**src/rtl/ms_timer_bank.sv**
```systemverilog
// Bank of CHANNELS independent millisecond timers with start/idle/valid handshakes.
// Optional per-channel abort of running calls when MS_TIMER_BANK_CANCEL_EN is defined.
module ms_timer_bank #(
    parameter int CHANNELS = 4,
    parameter int MS_W     = 32,
    parameter int CLK_HZ   = 12000000
) (
    input  logic                     __clk,
    input  logic                     __reset,
    input  logic [CHANNELS*MS_W-1:0] __p_ms,
    input  logic [CHANNELS-1:0]      __start,
`ifdef MS_TIMER_BANK_CANCEL_EN
    input  logic [CHANNELS-1:0]      __cancel,
`endif
    output logic [CHANNELS-1:0]      __idle,
    output logic [CHANNELS-1:0]      __valid
);

    localparam int D     = CLK_HZ / 1000;
    localparam int SUB_W = (D > 1) ? $clog2(D) : 1;
    localparam logic [SUB_W-1:0] SUB_LAST = SUB_W'(D - 1);

    if ((CLK_HZ % 1000) != 0 || D < 1) begin : g_bad_clk
        $error("ms_timer_bank: CLK_HZ must be a positive multiple of 1000");
    end

    typedef enum logic {IDLE, RUN} state_t;

    for (genvar i = 0; i < CHANNELS; i++) begin : g_ch
        state_t            state;
        logic [SUB_W-1:0]  sub;
        logic [MS_W-1:0]   rem;
        logic              zero_pend;
        logic              idle_r;
        logic              valid_r;
        logic              cancel;

`ifdef MS_TIMER_BANK_CANCEL_EN
        assign cancel = __cancel[i];
`else
        assign cancel = 1'b0;
`endif

        always_ff @(posedge __clk) begin
            if (__reset) begin
                state     <= IDLE;
                sub       <= '0;
                rem       <= '0;
                zero_pend <= 1'b0;
                idle_r    <= 1'b1;
                valid_r   <= 1'b0;
            end else begin
                valid_r   <= 1'b0;
                zero_pend <= 1'b0;
                case (state)
                    IDLE: begin
                        // A zero-length call completes one edge after acceptance.
                        if (zero_pend)
                            valid_r <= 1'b1;
                        if (__start[i]) begin
                            rem <= __p_ms[i*MS_W +: MS_W];
                            sub <= '0;
                            if (__p_ms[i*MS_W +: MS_W] == '0) begin
                                zero_pend <= 1'b1;
                            end else begin
                                state  <= RUN;
                                idle_r <= 1'b0;
                            end
                        end
                    end
                    RUN: begin
                        if (cancel) begin
                            state  <= IDLE;
                            idle_r <= 1'b1;
                            sub    <= '0;
                            rem    <= '0;
                        end else if (sub == SUB_LAST) begin
                            sub <= '0;
                            rem <= rem - MS_W'(1);
                            if (rem == MS_W'(1)) begin
                                state   <= IDLE;
                                idle_r  <= 1'b1;
                                valid_r <= 1'b1;
                            end
                        end else begin
                            sub <= sub + SUB_W'(1);
                        end
                    end
                    default: state <= IDLE;
                endcase
            end
        end

        assign __idle[i]  = idle_r;
        assign __valid[i] = valid_r;
    end

endmodule
```
**config.mk**
```make
export PLATFORM = sky130hd
export DESIGN_NAME = ms_timer_bank
export DESIGN_NICKNAME = d
export VERILOG_FILES = /design/src/rtl/ms_timer_bank.sv
export SDC_FILE = /design/constraint.sdc
export NUM_CORES = 1
export LEC_CHECK = 0
export BUFFER_PORTS_ARGS = -buffer_cell sky130_fd_sc_hd__buf_2
export CORE_AREA = 2 2 147 163
export CTS_CLUSTER_SIZE = 24
export DETAILED_ROUTE_END_ITERATION = 7
export DIE_AREA = 0 0 149 165
export PLACE_DENSITY = 0.8
export SYNTH_ARGS = -nofsm -noshare
export SYNTH_HDL_FRONTEND = slang
export SYNTH_SLANG_ARGS = --single-unit
export TNS_END_PERCENT = 100
```
**constraint.sdc**
```tcl
create_clock -name __clk -period 2.5 [get_ports __clk]
set_input_delay 0.5 -clock __clk [delete_from_list [all_inputs] [get_ports __clk]]
set_output_delay 0.5 -clock __clk [all_outputs]
set_load 0.05 [all_outputs]
```
[After elaboration in Yosys (flattened, before gate mapping)]
Index checks and enable logic that the tools add are counted.
Word-level totals
  bits in registers: 200
  bits of input ports: 134
  output and inout bits: 8
  word-level logic and storage cells: 164
Operators by class
  $add $sub $neg: 8
  equal/unequal tests: 24
  mux-type cells: 84
  bitwise logic cells: 8
  reductions and logical operators: 16
Operators by type and width (count)
  2-to-1 mux 32 bit: 8
  one-hot mux 32 bit (2 select lines): 4
  equality test 32 x 1 -> 1 bit, second input constant: 4
  logical NOT 32 bit: 4
  subtractor 32 x 1 -> 32 bit, second input constant: 4
  2-to-1 mux 14 bit: 8
  one-hot mux 14 bit (2 select lines): 4
  adder 14 x 1 -> 14 bit, second input constant: 4
  equality test 14 bit, second input constant: 4
  2-to-1 mux 1 bit: 48
  one-hot mux 1 bit (2 select lines): 12
  != test 2 x 1 -> 1 bit, second input constant: 8
  != test 2 bit, second input constant: 8
  AND reduction 4 bit: 4
  OR reduction 3 bit: 4
  inverter 1 bit: 8
  AND reduction 2 bit: 4

[Depth between registers and ports, before layout]
  word-level depth: 4
  depth in mapped cells: 9
  depth with buffers taken out: 7

[Worst setup path after synthesis]
No wires, ideal clock.
  kind: reg2reg
  start: register g_ch[0].rem[14]
  end: register g_ch[0].rem[27]
  setup time: 0.074 ns
  arrival: 2.335 ns
  data required time: 2.426 ns
  slack: 0.091 ns
  stages on the path, launching flop included: 7
  path buffers: 1
  clock period less this slack: 2.409 ns
  cells stage by stage: dfxtp_1 -> or4_1 -> or4_1 -> buf_2 -> or4_4 -> a211o_1 -> a31oi_1
Between the ends
  word-level cells in the longest chain between the ends: 3
RTL lines
  from (decl): RTL line 32  | logic [MS_W-1:0] rem;
  from (signal assigned): RTL line 61  | rem <= __p_ms[i*MS_W +: MS_W];
  from (signal assigned): RTL line 79  | rem <= rem - MS_W'(1);
  subtractor 32 x 1 -> 32 bit: RTL line 79
  2-to-1 mux 32 bit: RTL line 77  | end else if (sub == SUB_LAST) begin
  one-hot mux 32 bit (2 select lines): RTL line 55  | case (state)
Every way passes these cells. The select of a mux whose other input is x is not followed.
A chain may end at the register's enable or synchronous reset.

[Final worst setup path]
  start: register g_ch[0].rem[14]
  end: register g_ch[0].rem[19]
Same word-level chain as after synthesis.

==> results.yml <==
power:
  p_sw_share_pct: 33.1
  combPwrFrac_pct: 23.7
  vdd_drop_max_mv: 0.421
  leakage_nw: 5.03
  p_switching_mw: 2.78
  p_int_mw: 5.61
  p_per_area_mw_per_mm2: 586
  power_frac_seq_pct: 42.5
  clockPowerShare_pct: 33.8
place:
  hpwl_mm: 26.4
  numPortBuffers: 141
  dpl_cell_area_mm2: 0.0136
  place_congestion: 0.913
detailed_routing:
  wl_per_cell_um: 18.3
  wirelength_mm: 37.5
  ant_nets: 0
  vias_per_cell: 6.69
  route.detailed.drc: 0
  drt_first_pass_iters: 5
  drtIter0Drc: 1083
  vias: 13710
worst_setup_path:
  r2r-start: "g_ch[0].rem[14]"
  worstPathArrival_ps: 2820
  crit_slowest_cell: "or4_4"
  path_common_cell: "or4_4"
  crit_fanout: 5
  cp_num_buf_inv: 0
  rrSetupSlack_ps: 50
  worstSetupPathType: "flip-flop to flip-flop"
  crit-reg2reg-capture: "g_ch[0].rem[19]"
  cp_cell_sequence: "or4_4 > or4_4 > or2_2 > or4_1 > a41oi_2"
  cp_top_family: "simple AND/OR/NAND/NOR gates"
  slowest_delay_ps: 550
  crit_path_start: "g_ch[0].rem[14]"
  cp-end-kind: "flip-flop"
  r2r_cells: 5
  start_kind: "flip-flop"
  required_ps: 2860
floorplanning:
  coreArea_mm2: 0.0228
  die_x_um: 149
  die_area_mm2: 0.0246
  die_h_um: 165
  initial_core_util_pct: 53.5
  rows: 58
  io_pins: 142
layout:
  drive_gt1_share_pct: 19.3
  syn2layout_area_growth_pct: 17.4
  n_antenna_cell: 0
  final_nets: 1883
  stdcell_area_mm2: 0.0143
  fin_util_pct: 62.8
  fill_cells: 2008
synthesis:
  syn_avg_cell_area_um2: 7.67
  synthFlopType: "dfxtp_1"
  syn_nets: 1734
  synth_cells: 1588
  yosysUniqueCellTypes: 78
  ys_ff_latch: 200
  ys.warnings.count: 0
  synthArstFlopShare_pct: 0
  netlist_area_mm2: 0.0122
  synth_edf_count: 0
  ys_seq_area_share_pct: 32.9
grt:
  track_usage_pct: 29.5
  grt_antenna_before_repair: 0
  grt_overflow: 0
  grt_pass1_wl_mm: 60.3
  grt_pass1_vias: 12505
  grt_max_degree: 65
clocking:
  clkTransAtPathRegs_ps: 90
  ctsHoldBuffers: 0
  cts.sinks: 200
  cts_tree: "built"
  post-cts-setup-buffer-count: 0
  clkLatencyLatePin_ps: 460
  h-tree-depth: 4
  numCtsBuffers: 17
  root_buffer: "clkbuf_16"
  cts_buffer_depth: 2
sta:
  clock_skew_ps: 20.1
  relSlewSlack_pct: 36.5
  rsz0062_at_grt: "true"
  final.min_clock_period_ps: 2450
  setup_viol: 0
  drv_slew: 0
  setup_tns_ps: 0
  tightest_slew_ps: 949
  fmax_ghz: 0.408
  post-route-period-util_pct: 98.1
  finalHoldViolCount: 0
worst_hold_path:
  hold_path_class: "primary input to flip-flop"
  hp-start: "__p_ms[124]"
  min_path_cells: 3
  min_to: "g_ch[3].rem[28]"
run:
  max_cap_viol_count: 0
outcome:
  status: "complete, no violations"
[area by class of cell]
class	instances	area, um^2	area share, %
Clock buffer	18	439	3.07
Clock inverter	14	155	1.08
Inverter	32	120	0.840
Multi-Input combinational cell	1241	7680	53.7
Sequential cell	200	4010	28.0
Tap cell	300	375	2.62
Timing Repair Buffer	245	1530	10.7
[cell usage after synthesis (9+ instances only)]
cell type | count | area [um^2]
nand2_1 | 147 | 552
mux2_2 | 13 | 146
and3_1 | 9 | 56.3
nand3_1 | 60 | 300
nor2b_1 | 12 | 75.1
a32oi_1 | 10 | 87.6
mux2i_1 | 16 | 160
a311oi_1 | 19 | 166
a22oi_1 | 36 | 270
o22ai_1 | 28 | 175
or4_1 | 35 | 263
xnor2_1 | 13 | 114
nor4_1 | 95 | 594
nor2_1 | 136 | 510
and4_1 | 11 | 96.3
a21oi_1 | 87 | 435
or2_2 | 22 | 138
nand4b_1 | 20 | 175
ha_1 | 12 | 150
a2bb2oi_1 | 9 | 78.8
nand4_1 | 28 | 175
a211oi_1 | 32 | 240
o211ai_1 | 16 | 120
dfxtp_1 | 200 | 4000
nor3_1 | 70 | 350
nand2b_1 | 12 | 75.1
nand3b_1 | 12 | 90.1
o21ai_0 | 73 | 365
clkbuf_1 | 98 | 368
inv_1 | 30 | 113
a31oi_1 | 45 | 282
or3_1 | 26 | 163
o21a_1 | 9 | 67.6
[how the worst max path moves through the flow]
| stage | endpoint | depth (start not counted) |
|---|---|---|
| final | g_ch[0].rem[19] | 5 |
| after global routing | g_ch[0].idle_r | 5 |
| after CTS | g_ch[1].rem[25] | 6 |
| after detailed placement | g_ch[1].rem[25] | 6 |
| after global placement | g_ch[0].rem[27] | 5 |
| after floorplan | g_ch[0].rem[27] | 6 |
[per-stage QoR]
step           hold slack, ps  cells  setup WS, ps  power [mW]
2_1_floorplan             424   1588          91.2        4.82
3_3_place_gp              441   2018          62.0        5.48
3_5_place_dp              444   2018         -38.0        5.53
4_1_cts                   266   2050          28.3        8.34
5_1_grt                   286   2050         -5.01        8.72
6_report                  270   2050          46.7        8.39
[tightest hold or removal path, cell delays in order]
cell      delay [ps]
buf_2             90
a32oi_1           50
nand2b_1          60
[placed cells by master (no fill, tap or decap), types with 7 or more instances in the layout]
master,count
inv_1,30
nand4_1,28
o22ai_1,28
buf_4,101
nor3b_1,7
clkbuf_16,17
ha_1,11
a31oi_1,45
o31a_1,8
a2bb2oi_1,9
o21ai_0,73
nand3_1,60
or2_2,22
mux2i_1,16
or4_1,30
nor4_1,92
o221ai_1,7
o21a_1,9
nand2b_1,12
buf_2,140
nor3_1,69
a311oi_1,19
nand3b_1,12
or3_1,26
dfxtp_1,198
a32oi_1,10
and4_1,11
nor2b_1,11
mux2_2,13
and3_1,9
xnor2_1,13
o211ai_1,16
nor2_1,135
o2bb2ai_1,7
nand2_1,147
a21oi_1,87
nand4b_1,20
nor4b_1,7
a22oi_1,36
a211oi_1,32
[routing by layer]
metal | wire length, um | track usage, % | up-vias | part of all wire [%]
li1 | - | - | 6454 | -
met1 | 15300 | 37.1 | 6436 | 41
met2 | 18100 | 51.0 | 711 | 48
met3 | 3120 | 4.01 | 109 | 8.3
met4 | 1060 | 12.1 | 0 | 2.8
met5 | 0 | 0 | - | 0
[registers in the layout, indices dropped and copies added, names as in the netlist]
signal	flops
g_ch.sub	56
g_ch.state	4
g_ch.zero_pend	4
g_ch.idle_r	4
g_ch.valid_r	4
g_ch.rem	128
[kinds of logic (layout without fill, tap and decap cells)]
| logic type | Yosys count | count (layout) | synth area share [%] |
|---|---|---|---|
| XOR/XNOR | 18 | 18 | 1.29 |
| AO/OA/AOI/OAI | 453 | 453 | 25.3 |
| buffers and inverters | 147 | 309 | 4.79 |
| AND/OR/NAND/NOR | 729 | 729 | 32.0 |
| flip-flops | 200 | 200 | 32.9 |
| multiplexers | 29 | 29 | 2.52 |
| adder cells (fa/ha/maj) | 12 | 12 | 1.23 |
[power by group through the flow]
| stage | clock network [mW] | registers [mW] | logic [mW] |
|---|---|---|---|
| 2_1_floorplan | 0 | 3.58 | 1.24 |
| 3_3_place_gp | 0 | 3.61 | 1.87 |
| 3_5_place_dp | 0 | 3.62 | 1.90 |
| 4_1_cts | 2.86 | 3.55 | 1.92 |
| 5_1_grt | 2.98 | 3.59 | 2.15 |
| 6_report | 2.83 | 3.56 | 1.99 |
[timing repair]
action                                  in CTS  in global routing
pin swaps                                    0                  2
resized for setup                            2                 14
endpoints found under the setup margin       4                 21
Note: power is estimated with default switching activity, not from simulation.
